<file path="config.mk">
export PLATFORM = sky130hd
export DESIGN_NAME = bpsk_frame_builder_flat
export DESIGN_NICKNAME = d
export VERILOG_FILES = /design/src/rtl/bpsk_frame_builder_if.sv /design/src/rtl/bpsk_frame_builder.sv /design/src/flat_wrapper.sv
export SDC_FILE = /design/constraint.sdc
export NUM_CORES = 1
export LEC_CHECK = 0
export CELL_PAD_IN_SITES_DETAIL_PLACEMENT = 0
export CELL_PAD_IN_SITES_GLOBAL_PLACEMENT = 2
export CORE_AREA = 2 2 103 145
export CTS_BUF_LIST = sky130_fd_sc_hd__clkbuf_8
export DETAILED_ROUTE_END_ITERATION = 10
export DIE_AREA = 0 0 105 147
export PLACE_DENSITY = 0.85
export SYNTH_ARGS = -nofsm -noshare
export SYNTH_HDL_FRONTEND = slang
export SYNTH_SLANG_ARGS = --single-unit
</file>
<file path="constraint.sdc">
create_clock -name clk -period 1.73 [get_ports clk]
set_input_delay 0.346 -clock clk [delete_from_list [all_inputs] [get_ports clk]]
set_output_delay 0.346 -clock clk [all_outputs]
set_load 0.01 [all_outputs]
</file>
<file path="src/rtl/bpsk_frame_builder_if.sv">
// Bundles the payload stream handshake and the frame-RAM write port of bpsk_frame_builder.
// The master modport is the frame builder; the slave modport is the producer/RAM side.
interface bpsk_frame_builder_if;
   logic [31:0] s_data;
   logic        s_valid;
   logic        s_last;
   logic        s_ready;
   logic        ram_clk;
   logic        ram_en;
   logic [3:0]  ram_we;
   logic [31:0] ram_addr;
   logic [31:0] ram_wr_data;
   logic        send_signal;
   logic        frame_done;

   modport master (
      input  s_data, s_valid, s_last,
      output s_ready, ram_clk, ram_en, ram_we, ram_addr, ram_wr_data, send_signal, frame_done
   );

   modport slave (
      output s_data, s_valid, s_last,
      input  s_ready, ram_clk, ram_en, ram_we, ram_addr, ram_wr_data, send_signal, frame_done
   );
endinterface

</file>
<file path="src/rtl/bpsk_frame_builder.sv">
// Assembles sync/header/payload/CRC frames into RAM for a BPSK transmitter and gates send_signal.
// Define FRAME_CRC_EN to compute CRC-32/BZIP2 into the last word; otherwise that word is written as zero.
module bpsk_frame_builder #(
   parameter int          DATA_WIDTH  = 32,
   parameter int          FRAME_WORDS = 38,
   parameter logic [31:0] SYNC_WORD   = 32'h1ACFFC1D,
   parameter logic [7:0]  FRAME_TYPE  = 8'h01
) (
   input logic                  clk,
   input logic                  rst,
   bpsk_frame_builder_if.master bus
);
   typedef enum logic [2:0] {
      IDLE    = 3'd0,
      SYNC    = 3'd1,
      PAYLOAD = 3'd2,
      PAD     = 3'd3,
      HDR     = 3'd4,
      CRC     = 3'd5,
      DONE    = 3'd6
   } state_t;

   localparam logic [5:0]  LAST_SLOT = 6'(FRAME_WORDS - 4);
   localparam logic [31:0] HDR_ADDR  = 32'd4;
   localparam logic [31:0] PAY_BASE  = 32'd8;
   localparam logic [31:0] CRC_ADDR  = 32'((FRAME_WORDS - 1) * 4);

   state_t                  state_q, state_d;
   logic [5:0]              cnt_q, cnt_d;
   logic [5:0]              n_q, n_d;
   logic [15:0]             seq_q, seq_d;
   logic                    accept_s;
   logic                    wr_en_s;
   logic [31:0]             wr_addr_s;
   logic [DATA_WIDTH-1:0]   wr_data_s;
   logic [DATA_WIDTH-1:0]   crc_word_s;
   logic                    ram_en_q;
   logic [3:0]              ram_we_q;
   logic [31:0]             ram_addr_q;
   logic [DATA_WIDTH-1:0]   ram_wr_data_q;
   logic                    s_ready_q;
   logic                    send_q;
   logic                    done_q;

   assign accept_s = bus.s_valid & s_ready_q;

   // Next-state, counters and the write generated in the current state cycle
   always_comb begin
      state_d   = state_q;
      cnt_d     = cnt_q;
      n_d       = n_q;
      seq_d     = seq_q;
      wr_en_s   = 1'b0;
      wr_addr_s = 32'd0;
      wr_data_s = {DATA_WIDTH{1'b0}};
      case (state_q)
         IDLE: begin
            if (bus.s_valid) begin
               state_d = SYNC;
            end else begin
               state_d = IDLE;
            end
         end
         SYNC: begin
            wr_en_s   = 1'b1;
            wr_addr_s = 32'd0;
            wr_data_s = SYNC_WORD;
            cnt_d     = 6'd0;
            n_d       = 6'd0;
            state_d   = PAYLOAD;
         end
         PAYLOAD: begin
            if (accept_s) begin
               wr_en_s   = 1'b1;
               wr_addr_s = PAY_BASE + {24'd0, cnt_q, 2'b00};
               wr_data_s = bus.s_data;
               cnt_d     = cnt_q + 6'd1;
               n_d       = n_q + 6'd1;
               // A full payload wins over s_last, so s_last on the final slot needs no pad
               if (cnt_q == LAST_SLOT) begin
                  state_d = HDR;
               end else if (bus.s_last) begin
                  state_d = PAD;
               end else begin
                  state_d = PAYLOAD;
               end
            end else begin
               state_d = PAYLOAD;
            end
         end
         PAD: begin
            wr_en_s   = 1'b1;
            wr_addr_s = PAY_BASE + {24'd0, cnt_q, 2'b00};
            wr_data_s = {DATA_WIDTH{1'b0}};
            cnt_d     = cnt_q + 6'd1;
            if (cnt_q == LAST_SLOT) begin
               state_d = HDR;
            end else begin
               state_d = PAD;
            end
         end
         HDR: begin
            wr_en_s   = 1'b1;
            wr_addr_s = HDR_ADDR;
            wr_data_s = {seq_q, 2'b00, n_q, FRAME_TYPE};
            state_d   = CRC;
         end
         CRC: begin
            wr_en_s   = 1'b1;
            wr_addr_s = CRC_ADDR;
            wr_data_s = crc_word_s;
            state_d   = DONE;
         end
         DONE: begin
            seq_d   = seq_q + 16'd1;
            state_d = IDLE;
         end
         default: begin
            state_d = IDLE;
         end
      endcase
   end

   // State and frame bookkeeping registers
   always_ff @(posedge clk) begin
      if (rst) begin
         state_q <= IDLE;
         cnt_q   <= 6'd0;
         n_q     <= 6'd0;
         seq_q   <= 16'd0;
      end else begin
         state_q <= state_d;
         cnt_q   <= cnt_d;
         n_q     <= n_d;
         seq_q   <= seq_d;
      end
   end

`ifdef FRAME_CRC_EN
   localparam logic [31:0] CRC_POLY = 32'h04C11DB7;
   localparam logic [31:0] CRC_INIT = 32'hFFFFFFFF;

   logic [31:0] crc_q;
   logic        slot_wr_s;

   function automatic logic [31:0] crc32_word(input logic [31:0] crc, input logic [31:0] data);
      logic [31:0] c;
      c = crc;
      for (int i = 31; i >= 0; i--) begin
         if (c[31] ^ data[i]) begin
            c = {c[30:0], 1'b0} ^ CRC_POLY;
         end else begin
            c = {c[30:0], 1'b0};
         end
      end
      return c;
   endfunction

   assign slot_wr_s = (state_q == PAD) | ((state_q == PAYLOAD) & accept_s);

   // CRC accumulates every payload slot, pads included
   always_ff @(posedge clk) begin
      if (rst) begin
         crc_q <= CRC_INIT;
      end else if (state_q == SYNC) begin
         crc_q <= CRC_INIT;
      end else if (slot_wr_s) begin
         crc_q <= crc32_word(crc_q, wr_data_s);
      end else begin
         crc_q <= crc_q;
      end
   end

   assign crc_word_s = ~crc_q;
`else
   assign crc_word_s = 32'h0000_0000;
`endif

   // Output registers: the RAM port lags the generating state by one cycle
   always_ff @(posedge clk) begin
      if (rst) begin
         ram_en_q      <= 1'b0;
         ram_we_q      <= 4'h0;
         ram_addr_q    <= 32'd0;
         ram_wr_data_q <= {DATA_WIDTH{1'b0}};
         s_ready_q     <= 1'b0;
         send_q        <= 1'b0;
         done_q        <= 1'b0;
      end else begin
         ram_en_q  <= wr_en_s;
         ram_we_q  <= wr_en_s ? 4'hF : 4'h0;
         s_ready_q <= (state_d == PAYLOAD);
         done_q    <= (state_d == DONE);
         if (wr_en_s) begin
            ram_addr_q    <= wr_addr_s;
            ram_wr_data_q <= wr_data_s;
         end else begin
            ram_addr_q    <= ram_addr_q;
            ram_wr_data_q <= ram_wr_data_q;
         end
         // Transmitter is held off from SYNC entry until the frame is complete
         if (state_d == SYNC) begin
            send_q <= 1'b0;
         end else if (state_d == DONE) begin
            send_q <= 1'b1;
         end else begin
            send_q <= send_q;
         end
      end
   end

   assign bus.ram_clk     = clk;
   assign bus.ram_en      = ram_en_q;
   assign bus.ram_we      = ram_we_q;
   assign bus.ram_addr    = ram_addr_q;
   assign bus.ram_wr_data = ram_wr_data_q;
   assign bus.s_ready     = s_ready_q;
   assign bus.send_signal = send_q;
   assign bus.frame_done  = done_q;
endmodule
</file>
<file path="src/flat_wrapper.sv">
// flat-port wrapper written by rule: the top's interface ports become plain ports
module bpsk_frame_builder_flat 
#(
   parameter int          DATA_WIDTH  = 32,
   parameter int          FRAME_WORDS = 38,
   parameter logic [31:0] SYNC_WORD   = 32'h1ACFFC1D,
   parameter logic [7:0]  FRAME_TYPE  = 8'h01
)
  (clk, rst, bus_s_data, bus_s_valid, bus_s_last, bus_s_ready, bus_ram_clk, bus_ram_en, bus_ram_we, bus_ram_addr, bus_ram_wr_data, bus_send_signal, bus_frame_done);
  bpsk_frame_builder_if bus_i ();
  input logic clk;
  input logic rst;
  input wire logic [$bits(bus_i.s_data)-1:0] bus_s_data;
  input wire logic [$bits(bus_i.s_valid)-1:0] bus_s_valid;
  input wire logic [$bits(bus_i.s_last)-1:0] bus_s_last;
  output wire logic [$bits(bus_i.s_ready)-1:0] bus_s_ready;
  output wire logic [$bits(bus_i.ram_clk)-1:0] bus_ram_clk;
  output wire logic [$bits(bus_i.ram_en)-1:0] bus_ram_en;
  output wire logic [$bits(bus_i.ram_we)-1:0] bus_ram_we;
  output wire logic [$bits(bus_i.ram_addr)-1:0] bus_ram_addr;
  output wire logic [$bits(bus_i.ram_wr_data)-1:0] bus_ram_wr_data;
  output wire logic [$bits(bus_i.send_signal)-1:0] bus_send_signal;
  output wire logic [$bits(bus_i.frame_done)-1:0] bus_frame_done;
  assign bus_i.s_data = bus_s_data;
  assign bus_i.s_valid = bus_s_valid;
  assign bus_i.s_last = bus_s_last;
  assign bus_s_ready = bus_i.s_ready;
  assign bus_ram_clk = bus_i.ram_clk;
  assign bus_ram_en = bus_i.ram_en;
  assign bus_ram_we = bus_i.ram_we;
  assign bus_ram_addr = bus_i.ram_addr;
  assign bus_ram_wr_data = bus_i.ram_wr_data;
  assign bus_send_signal = bus_i.send_signal;
  assign bus_frame_done = bus_i.frame_done;
  bpsk_frame_builder #(.DATA_WIDTH(DATA_WIDTH), .FRAME_WORDS(FRAME_WORDS), .SYNC_WORD(SYNC_WORD), .FRAME_TYPE(FRAME_TYPE)) u_core (.clk(clk), .rst(rst), .bus(bus_i));
endmodule
</file>
Word-level counts from Yosys, hierarchy flattened --
Cells that the tools add are included.
Word-level totals: register bits 103, input bits 36, word-level logic and storage cells 51
Operators by class: add/sub/neg operators 4, equality and inequality tests 11, muxes and demuxes 17, bitwise gates (word level) 1, reduce and logical (&&, ||, !) cells 7
Operators with widths (number):
- 32-bit one-hot mux with 4 select lines | 1
- 32-bit one-hot mux with 3 select lines | 1
- 32-bit two-way mux | 2
- 3-bit one-hot mux with 6 select lines | 1
- 6-bit one-hot mux with 3 select lines | 1
- 16-bit by 1-bit adder with 16-bit output, second input constant | 1
- 6-bit by 1-bit adder with 6-bit output, second input constant | 2
- 3-bit equality test, second input constant | 4
- 6-bit two-way mux | 2
- 6-bit one-hot mux with 2 select lines | 1
- 4-bit by 8-bit adder with 9-bit output, first input constant | 1
- 3-bit by 2-bit equality test with 1-bit output, second input constant | 3
- 3-bit two-way mux | 3
- 3-bit by 1-bit equality test with 1-bit output, second input constant | 2
- 6-bit equality test, second input constant | 1
- 4-bit two-way mux | 1
- 2-bit AND reduction | 2
- 4-bit OR reduction | 1
- 3-bit zero test | 1
- 1-bit two-way mux | 3
- 3-bit nonzero test | 1
- 2-bit by 1-bit inequality test with 1-bit output, second input constant | 1
- 1-bit one-hot mux with 2 select lines | 1
- 2-bit nonzero test | 1
- 2 further kinds | 2

Depth between registers and ports, before layout --
Gate-level depths: netlist of run 1.
depth in word-level cells 6, gate-level depth with buffers 7, gate-level depth less buffers 6

==> results of run 1 <==
## worst reg2reg max path: stages (launching register included)
cell,delay [ns]
dfxtp_4,0.42
nand4b_4,0.12
or4_4,0.58
or3_1,0.36
a21oi_2,0.14
## through the flow
| step | area [um^2] | hold slack, ns | cells | total power [mW] |
|---|---|---|---|---|
| 2_1_floorplan | 3580 | 0.438 | 424 | 2.26 |
| 3_3_place_gp | 4680 | 0.441 | 685 | 2.57 |
| 3_5_place_dp | 4680 | 0.446 | 685 | 2.58 |
| 4_1_cts | 4920 | 0.204 | 704 | 4.08 |
| 5_1_grt | 5060 | 0.228 | 707 | 4.22 |
| 6_report | 5060 | 0.217 | 707 | 4.04 |
## power by group
group,internal [mW],total [mW],switching (mW),leakage (nW)
logic,0.348,0.679,0.330,1.45
registers,1.77,1.81,0.0439,0.602
clock network,0.831,1.55,0.720,0.122
## final timing paths
| path | from | end | cells past startpoint |
|---|---|---|---|
| hold / removal | rst | u_core.seq_q[8]$_SDFFE_PP0N_ | 2 |
| setup / recovery | clk | bus_ram_clk | 3 |
| hold reg to reg | u_core.bus.ram_wr_data[12]$_SDFFE_PP0P_ | u_core.bus.ram_wr_data[12]$_SDFFE_PP0P_ | 2 |
| setup reg to reg | u_core.state_q[1]$_SDFF_PP0_ | u_core.seq_q[14]$_SDFFE_PP0N_ | 4 |
## repair_timing
item                       in CTS  in global routing
setup endpoints to repair      32                 59
resized for setup              22                 34
pin swaps                       0                  3
buffers inserted                0                  3
gates cloned                    0                  0
## sequential cells by signal, indices dropped and copies added, names as in the netlist
name,cells
u_core.bus.ram_wr_data,32
u_core.seq_q,16
u_core.bus.ram_addr,7
u_core.cnt_q,6
u_core.n_q,6
u_core.state_q,3
u_core.bus.frame_done,1
u_core.bus.ram_we,1
u_core.bus.s_ready,1
u_core.bus.send_signal,1
## placed cells by master (no fill, tap or decap), drive strengths merged, types with 12 or more instances in the layout
cell type,synthesis,final
nor3,12,12
nand2,28,28
clkdlybuf4s50,0,55
conb,1,25
nor2,49,49
a21oi,29,29
a221oi,20,20
clkbuf,19,12
buf,37,49
dfxtp,74,74
dlygate4sd2,0,16
## Yosys cell counts (4+ instances only)
master,instances,area share [%]
a21oi_1,29,4.2
a221oi_1,20,5.0
a222oi_1,9,2.6
a22oi_1,8,1.7
and2_1,5,0.90
buf_2,4,0.57
buf_4,30,6.4
clkbuf_1,19,2.0
dfxtp_1,74,42
ha_1,8,2.9
inv_1,5,0.54
mux2_2,7,2.3
nand2_1,28,3.0
nand3_1,11,1.6
nand4_1,5,0.90
nor2_1,49,5.3
nor2b_1,5,0.90
nor3_1,12,1.7
nor3b_1,4,0.86
o21ai_0,11,1.6
or3_1,5,0.90
xnor2_1,6,1.5
xor2_1,7,1.8
## layout make-up
type	instances	area, um^2	area share [%]
sequential	74	1490	29.5
tap	189	236	4.67
multi-input combinational	289	1860	36.7
clock buffer	13	174	3.44
clock inverter	7	68.8	1.36
timing repair buffer	130	1210	24.0
inverter	5	18.8	0.371
## metal layers
layer  GRT usage (%)  share of wire [%]  up-vias
met5               0                  0        -
met4            8.27                3.0        0
met3            2.48                4.2       18
met2            23.3                 54       90
met1            13.3                 38     1581
li1                -                  -     1622
## cell families (layout without fill, tap and decap cells)
group	after synthesis	count (layout)	synth area share [%]
mux	9	9	2.83
fa+ha+maj	8	8	2.87
xor+xnor	13	13	3.26
flops	74	74	42.4
other cells	1	25	0.107
compound gates	89	89	17.8
simple gates	145	145	20.8
buf+inv	61	155	9.92
==> impl_results.md, run 1 <==
* Nets@finish at 557
* Vias in the first global route at 3202
* RSZ-0062 raised after global routing: yes
* Pleak at 2.17 nW
* Starting Density at 24.6%
* Cell Chain, Critical Path: clkbuf_8 -> clkbuf_8 -> dlygate4sd2_1
* FILL cells at 1496
* Synth Flop Type: dfxtp_1
* Setup WS pre-CTS at -0.320 ns
* Final core occ at 35.7%
* Max Clk Rate at 591 MHz
* Starting DRT DRC Count at 153
* Nature of the critical path endpoint: output port
* Vias post-DR at 3311
* DRC at 0
* Cell row count at 52
* Initial antenna violation count at 0
* Register bit total from synthesis at 74
* Post-route setup slack at 0.0279 ns
* Synth async-reset ratio at 0%
* WP data required at 1.38 ns
* First-pass GRT wire length at 15500 um
* Syn_area_per_cell at 8.73 um^2
* GRT Overall Usage at 12.8%
* Final hold violations at 0
* Final worst-path cycle share at 98.4%
* Initial DRT Pass Iterations at 5
* PwrDens at 799 nW/um^2
* Setup Skew at 0.00994 ns
* GP Congestion at 0.796
* Global route total overflow at 0
* Post-route ant nets at 0
* R2R Setup Slk at 0.06 ns
* Worst min-delay path class: input pin to flop
* Sequential cell area fraction in the yosys report at 42.4%
* Share of layout cells above drive strength 1 at 19.7%
* Synthesized instance count at 400
* CP bufs+invs at 3
* Post-Syn Area at 3490 um^2
* Max rail drop VDD at 0.369 mV
* Setup Crit Path Kind: clock port to output port
* Yosys cell types at 49
* Die area at 15400 um^2
* N_diodes at 0
* Max stage delay on crit path at 0.27 ns
* Area grow syn2layout at 44.9%
* CP max FO at 2
* CTS tree: yes
* Arrival @ worst endpoint at 1.36 ns
* Vias per cell at 4.68
* Die height at 147 um
* Largest delay contributor family on the critical path: buffers and inverters
* Hold buffers post-CTS at 0
* Clk Latency, worst-skew pair at 0.46 ns
* Total core area at 14200 um^2
* HPWL after DPL at 7120 um
* # setup viols final at 0
* Port bufs at 83
* Status: finished, final reports clean
* YS warnings at 0
* DRT Wirelength at 9930 um
* Drt wl/cell at 14.0 um
* Slew Limit Fails at 0
* Clock-pin slew on the worst setup and hold paths at 0.08 ns
* Critical path's slowest cell: dlygate4sd2_1
* Min Tclk post-route at 1.70 ns
* Critical Path Start Type: clock port
* I/O pin cnt at 109
* Die width at 105 um
* Post-Route Setup TNS at 0 ns
* Maxcap violations at 0
* Crit path top cell by count: clkbuf_8
* Number of flops mapped to enable cells by yosys at 0
* Pin count of the biggest net entering global routing at 37
Note: power is estimated with default switching activity, not from simulation.
==> run 2, diff against run 1 <==
- clock period: 1.73 -> 1.49 ns (I/O delays scaled with it)
==> run 2 against run 1 <==
  * Clock skew down 0.0045 ns
  * Sequential cell count unchanged
  * The run now ends with negative setup slack left
  * Design area up 9.7%
  * Non-clock buffer count increased by 23
  * Clock power rose by 43%
  * Routed wire length up 7.4%
  * Register-to-register slack worse by 0.22 ns
  * Combinational power grew 31%
==> impl_results.md, run 2 (synthesis results as in run 1) <==
* Slew Limit Fails at 0
* Slew headroom at 65.8%
* Global route total overflow at 0
* Worst min-delay path class: input pin to flop
* PwrDens at 939 nW/um^2
* Pin count of the biggest net entering global routing at 41
* Critical Path Start Type: flop
* Post-route setup slack at -0.162 ns
* Total core area at 14200 um^2
* DRT Wirelength at 10700 um
* Top Metal Used: met4
* I/O pin cnt at 109
* GP Congestion at 0.794
* First-pass GRT wire length at 16700 um
* Area grow syn2layout at 59.0%
* Starting Density at 24.6%
* Setup Crit Path Kind: flop to flop
* RSZ-0062 raised after global routing: yes
* FILL cells at 1461
* Met2 routed WL at 5870 um
* Final core occ at 39.1%
* Vias per cell at 4.60
* Arrival @ worst endpoint at 2.05 ns
* Critical path's slowest cell: or4_4
* Cell row count at 52
* Die height at 147 um
* Max Clk Rate at 605 MHz
* Metal-1 WL at 4160 um
* Clock-pin slew on the worst setup and hold paths at 0.08 ns
* Nature of the critical path endpoint: flop
* Setup Skew at 0.00543 ns
* Port bufs at 83
* CTS tree: yes
* CP max FO at 8
* Initial antenna violation count at 0
* Die area at 15400 um^2
* Min Tclk post-route at 1.65 ns
* Starting DRT DRC Count at 139
* Final worst-path cycle share at 111%
* GRT Overall Usage at 13.7%
* Met3 wire length at 319 um
* Max stage delay on crit path at 0.58 ns
* Design Power at 5.22 mW
* Cell Chain, Critical Path: nand4b_4 -> or4_4 -> or3_4 -> a21oi_2
* HPWL after DPL at 7220 um
* Vias in the first global route at 3393
* Pleak at 2.41 nW
* # placed instances at 700
* Most frequent cells in the layout: dfxtp_1, buf_4, nor2_1, dlygate4sd2_1, clkdlybuf4s50_1
* Maxcap violations at 0
* # setup viols final at 39
* Max reg flops at 32
* Final instance area at 5550 um^2
* Die width at 105 um
* Worst-margin pin slew at 0.508 ns
* N_diodes at 0
* Leading cell type in the layout, fill and taps excluded: dfxtp_1
* Post-route ant nets at 0
* Clk Latency, worst-skew pair at 0.46 ns
* WP data required at 1.89 ns
* Initial DRT Pass Iterations at 4
* Worst hold slack at 0.236 ns
* Failing checks: negative setup slack
* Max rail drop VDD at 0.525 mV
* Share of layout cells above drive strength 1 at 29.9%
* Status: finished with violations
* Nets@finish at 580
* Final hold violations at 0
* Vias post-DR at 3359
* Post-Layout Cell Count at 730
* Drt wl/cell at 14.6 um
* Cell Area, Placed at 4880 um^2
* DRC at 0
run 2: area by class of cell:
type	count	area, um^2	share of cell area [%]
multi-input combinational	289	2080	37.4
sequential	74	1500	27.0
timing repair buffer	153	1420	25.5
tap	189	236	4.26
clock buffer	15	204	3.67
clock inverter	5	100	1.80
inverter	5	18.8	0.338
run 2: routing by layer:
metal  global-route usage (%)  vias up
met4                     8.07        0
met2                     24.9       71
li1                         -     1662
met1                     14.4     1611
met5                        0        -
met3                     2.97       15
run 2: repair_timing:
action / CTS / global route
hold buffers: 0 / 0
gates cloned: 1 / 2
buffers inserted: 5 / 5
pin swaps: 6 / 20
endpoints found under the setup margin: 105 / 69
resized for setup: 91 / 29
endpoints found under the hold margin: 0 / 0
run 2: path summary, 6_finish.rpt:
kind                                                start                                 endpoint  slack, ns  cells after the start
hold / removal                                        rst      u_core.bus.ram_addr[2]$_SDFFE_PP0P_       0.24                      3
setup / recovery             u_core.state_q[1]$_SDFF_PP0_            u_core.seq_q[10]$_SDFFE_PP0N_      -0.16                      4
setup reg to reg             u_core.state_q[1]$_SDFF_PP0_            u_core.seq_q[10]$_SDFFE_PP0N_      -0.16                      4
hold reg to reg   u_core.bus.ram_wr_data[25]$_SDFFE_PP0P_  u_core.bus.ram_wr_data[25]$_SDFFE_PP0P_       0.45                      2
run 2: where the power goes:
| part | internal (mW) | switching, mW |
|---|---|---|
| Combinational | 0.449 | 0.441 |
| Sequential | 2.05 | 0.0523 |
| Clock | 1.41 | 0.815 |
run 2: critical path, delay by kind of cell, from the launching register on:
family	cells	cell delay [ns]
AOI/OAI and AO/OA	1	0.11
and+or+nand+nor	3	1.05
DFF	1	0.42
run 2: per-stage QoR:
| stage | TNS [ns] | setup WS [ns] |
|---|---|---|
| after detailed placement | -19.83 | -0.514 |
| after CTS | -3.68 | -0.156 |
| final | -2.77 | -0.162 |
| after global placement | -17.53 | -0.476 |
| after floorplan | -0.587 | -0.128 |
| after global routing | -6.50 | -0.228 |
==> run 3, diff against run 2 <==
--- a/config.mk
+++ b/config.mk
@@ -13,2 +13,3 @@
 export DIE_AREA = 0 0 105 147
+export GPL_TIMING_DRIVEN = 0
 export PLACE_DENSITY = 0.85
==> constraint.sdc (replaced) <==
create_clock -name clk -period 1.49 [get_ports clk]
set_input_delay 0.149 -clock clk [delete_from_list [all_inputs] [get_ports clk]]
set_output_delay 0.149 -clock clk [all_outputs]
set_load 0.01 [all_outputs]
==> run 3 against run 2 <==
  * The run still ends with negative setup slack left
  * Utilization up 1.2 points
  * Power down 7.4%
  * Design area up 3.0%
  * Sequential share of layout area down 0.38 points
  * Die area unchanged
  * Global-route usage up 1.6 points
  * Count of clock-buffer cells in the layout unchanged
==> impl_results.md, run 3 (synthesis results as in run 1) <==
* Starting DRT DRC Count at 166
* Area grow syn2layout at 63.7%
* Initial antenna violation count at 0
* Sequential Power Share at 43.6%
* Max stage delay on crit path at 0.56 ns
* CTS tree: yes
* Slew Limit Fails at 0
* DRC at 0
* Worst-margin pin slew at 0.709 ns
* Nature of the critical path endpoint: flop
* Leading cell type in the layout, fill and taps excluded: dfxtp_1
* Comb power frac at 21.1%
* Arrival @ worst endpoint at 2.06 ns
* Die width at 105 um
* Switching part of the total at 28.0%
* Clock-pin slew on the worst setup and hold paths at 0.08 ns
* Cell Area, Placed at 4720 um^2
* HPWL after DPL at 8050 um
* Failing checks: negative setup slack
* Min Tclk post-route at 1.65 ns
* Power Internal at 3.48 mW
* Port bufs at 83
* Critical path's slowest cell: or4_4
* N_diodes at 0
* First-pass GRT wire length at 17800 um
* Max rail drop VDD at 0.366 mV
* Final hold violations at 0
* Vias in the first global route at 3472
* GP Congestion at 0.794
* PwrDens at 845 nW/um^2
* # setup viols final at 46
* Initial DRT Pass Iterations at 4
* Die height at 147 um
* GRT Overall Usage at 15.3%
* Post-route ant nets at 0
* I/O pin cnt at 109
* Vias post-DR at 3405
* Setup Skew at 0.00684 ns
* Final worst-path cycle share at 111%
* Vias per cell at 4.60
* Critical Path Start Type: flop
* Most frequent cells in the layout: dfxtp_1, dlygate4sd2_1, buf_4, nor2_1, clkdlybuf4s50_1
* Cell Chain, Critical Path: nand4b_4 -> or4_4 -> or3_1 -> a21oi_2
* Nets@finish at 591
* Global route total overflow at 0
* Die area at 15400 um^2
* DRT Wirelength at 11700 um
* Maxcap violations at 0
* Setup Crit Path Kind: flop to flop
* # placed instances at 696
* Worst hold slack at 0.302 ns
* Cell row count at 52
* Power share of the clock group at 35.3%
* Status: finished with violations
* WP data required at 1.90 ns
* Max reg flops at 32
* FILL cells at 1452
* Worst min-delay path class: input pin to flop
* Max Clk Rate at 605 MHz
* Final instance area at 5720 um^2
* Post-Route Setup TNS at -3.08 ns
* Setup WS pre-CTS at -0.903 ns
* RSZ-0062 raised after global routing: yes
* Pleak at 2.46 nW
* Slew headroom at 52.8%
* Clk Latency, worst-skew pair at 0.48 ns
* Pin count of the biggest net entering global routing at 12
* Drt wl/cell at 15.8 um
* Total core area at 14200 um^2
* Switching pwr at 1.35 mW
* Share of layout cells above drive strength 1 at 33.4%
* CP max FO at 7
* Starting Density at 24.6%
* Post-route setup slack at -0.164 ns
* Post-Layout Cell Count at 740
[run 3: power by group through the flow]
stage | logic (mW) | registers [mW] | clock network (mW)
after floorplan | 0.405 | 2.18 | 0.0553
final | 1.02 | 2.10 | 1.71
after detailed placement | 0.796 | 2.16 | 0.105
after global placement | 0.791 | 2.15 | 0.105
after CTS | 0.953 | 2.10 | 1.75
after global routing | 1.09 | 2.11 | 1.86
[run 3: timing repair]
| item | CTS | global route |
|---|---|---|
| pin swaps | 36 | 53 |
| gates resized for setup | 172 | 35 |
| endpoints found under the setup margin | 121 | 63 |
| cloned | 4 | 0 |
| setup buffers | 19 | 10 |
| hold buffers | 0 | 0 |
[run 3: routing by layer]
metal  GRT usage [%]  up-vias  part of all wire, %
met1            14.3     1623                   37
met2            30.2       86                   57
li1                -     1679                    -
met4            8.67        0                  2.4
met3            3.19       17                  4.0
met5               0        -                    0
[run 3: through the flow]
step | power (mW) | util, %
floorplan | 2.64 | -
global placement | 3.05 | 33.3
detailed placement | 3.06 | 33.3
CTS | 4.81 | 39.1
global route | 5.06 | 40.3
finish | 4.83 | 40.3
[run 3: final cells by class]
type	instances	area [um^2]	area share, %
Inverter	5	23.8	0.416
Clock buffer	15	203	3.55
Multi-Input combinational cell	289	2190	38.2
Tap cell	189	236	4.14
Timing Repair Buffer	112	1080	18.9
Buffer	52	447	7.82
Clock inverter	4	18.8	0.328
Sequential cell	74	1520	26.6
[run 3: worst max-delay path, delay by kind of cell (launching register included)]
family / cells / cell delay, ns
AND/OR/NAND/NOR: 3 / 1.11
flip-flops: 1 / 0.37
AO/OA/AOI/OAI: 1 / 0.12
[run 3: path summary, 6_finish.rpt]
path | to | slack (ns) | cells after the start | start
worst max-delay path | u_core.seq_q[10]$_SDFFE_PP0N_ | -0.16 | 4 | u_core.state_q[0]$_SDFF_PP0_
worst min-delay path | u_core.bus.ram_wr_data[31]$_SDFFE_PP0P_ | 0.30 | 3 | bus_s_data[31]
worst min register to register | u_core.bus.ram_wr_data[19]$_SDFFE_PP0P_ | 0.45 | 2 | u_core.bus.ram_wr_data[19]$_SDFFE_PP0P_
worst max register to register | u_core.seq_q[10]$_SDFFE_PP0N_ | -0.16 | 4 | u_core.state_q[0]$_SDFF_PP0_
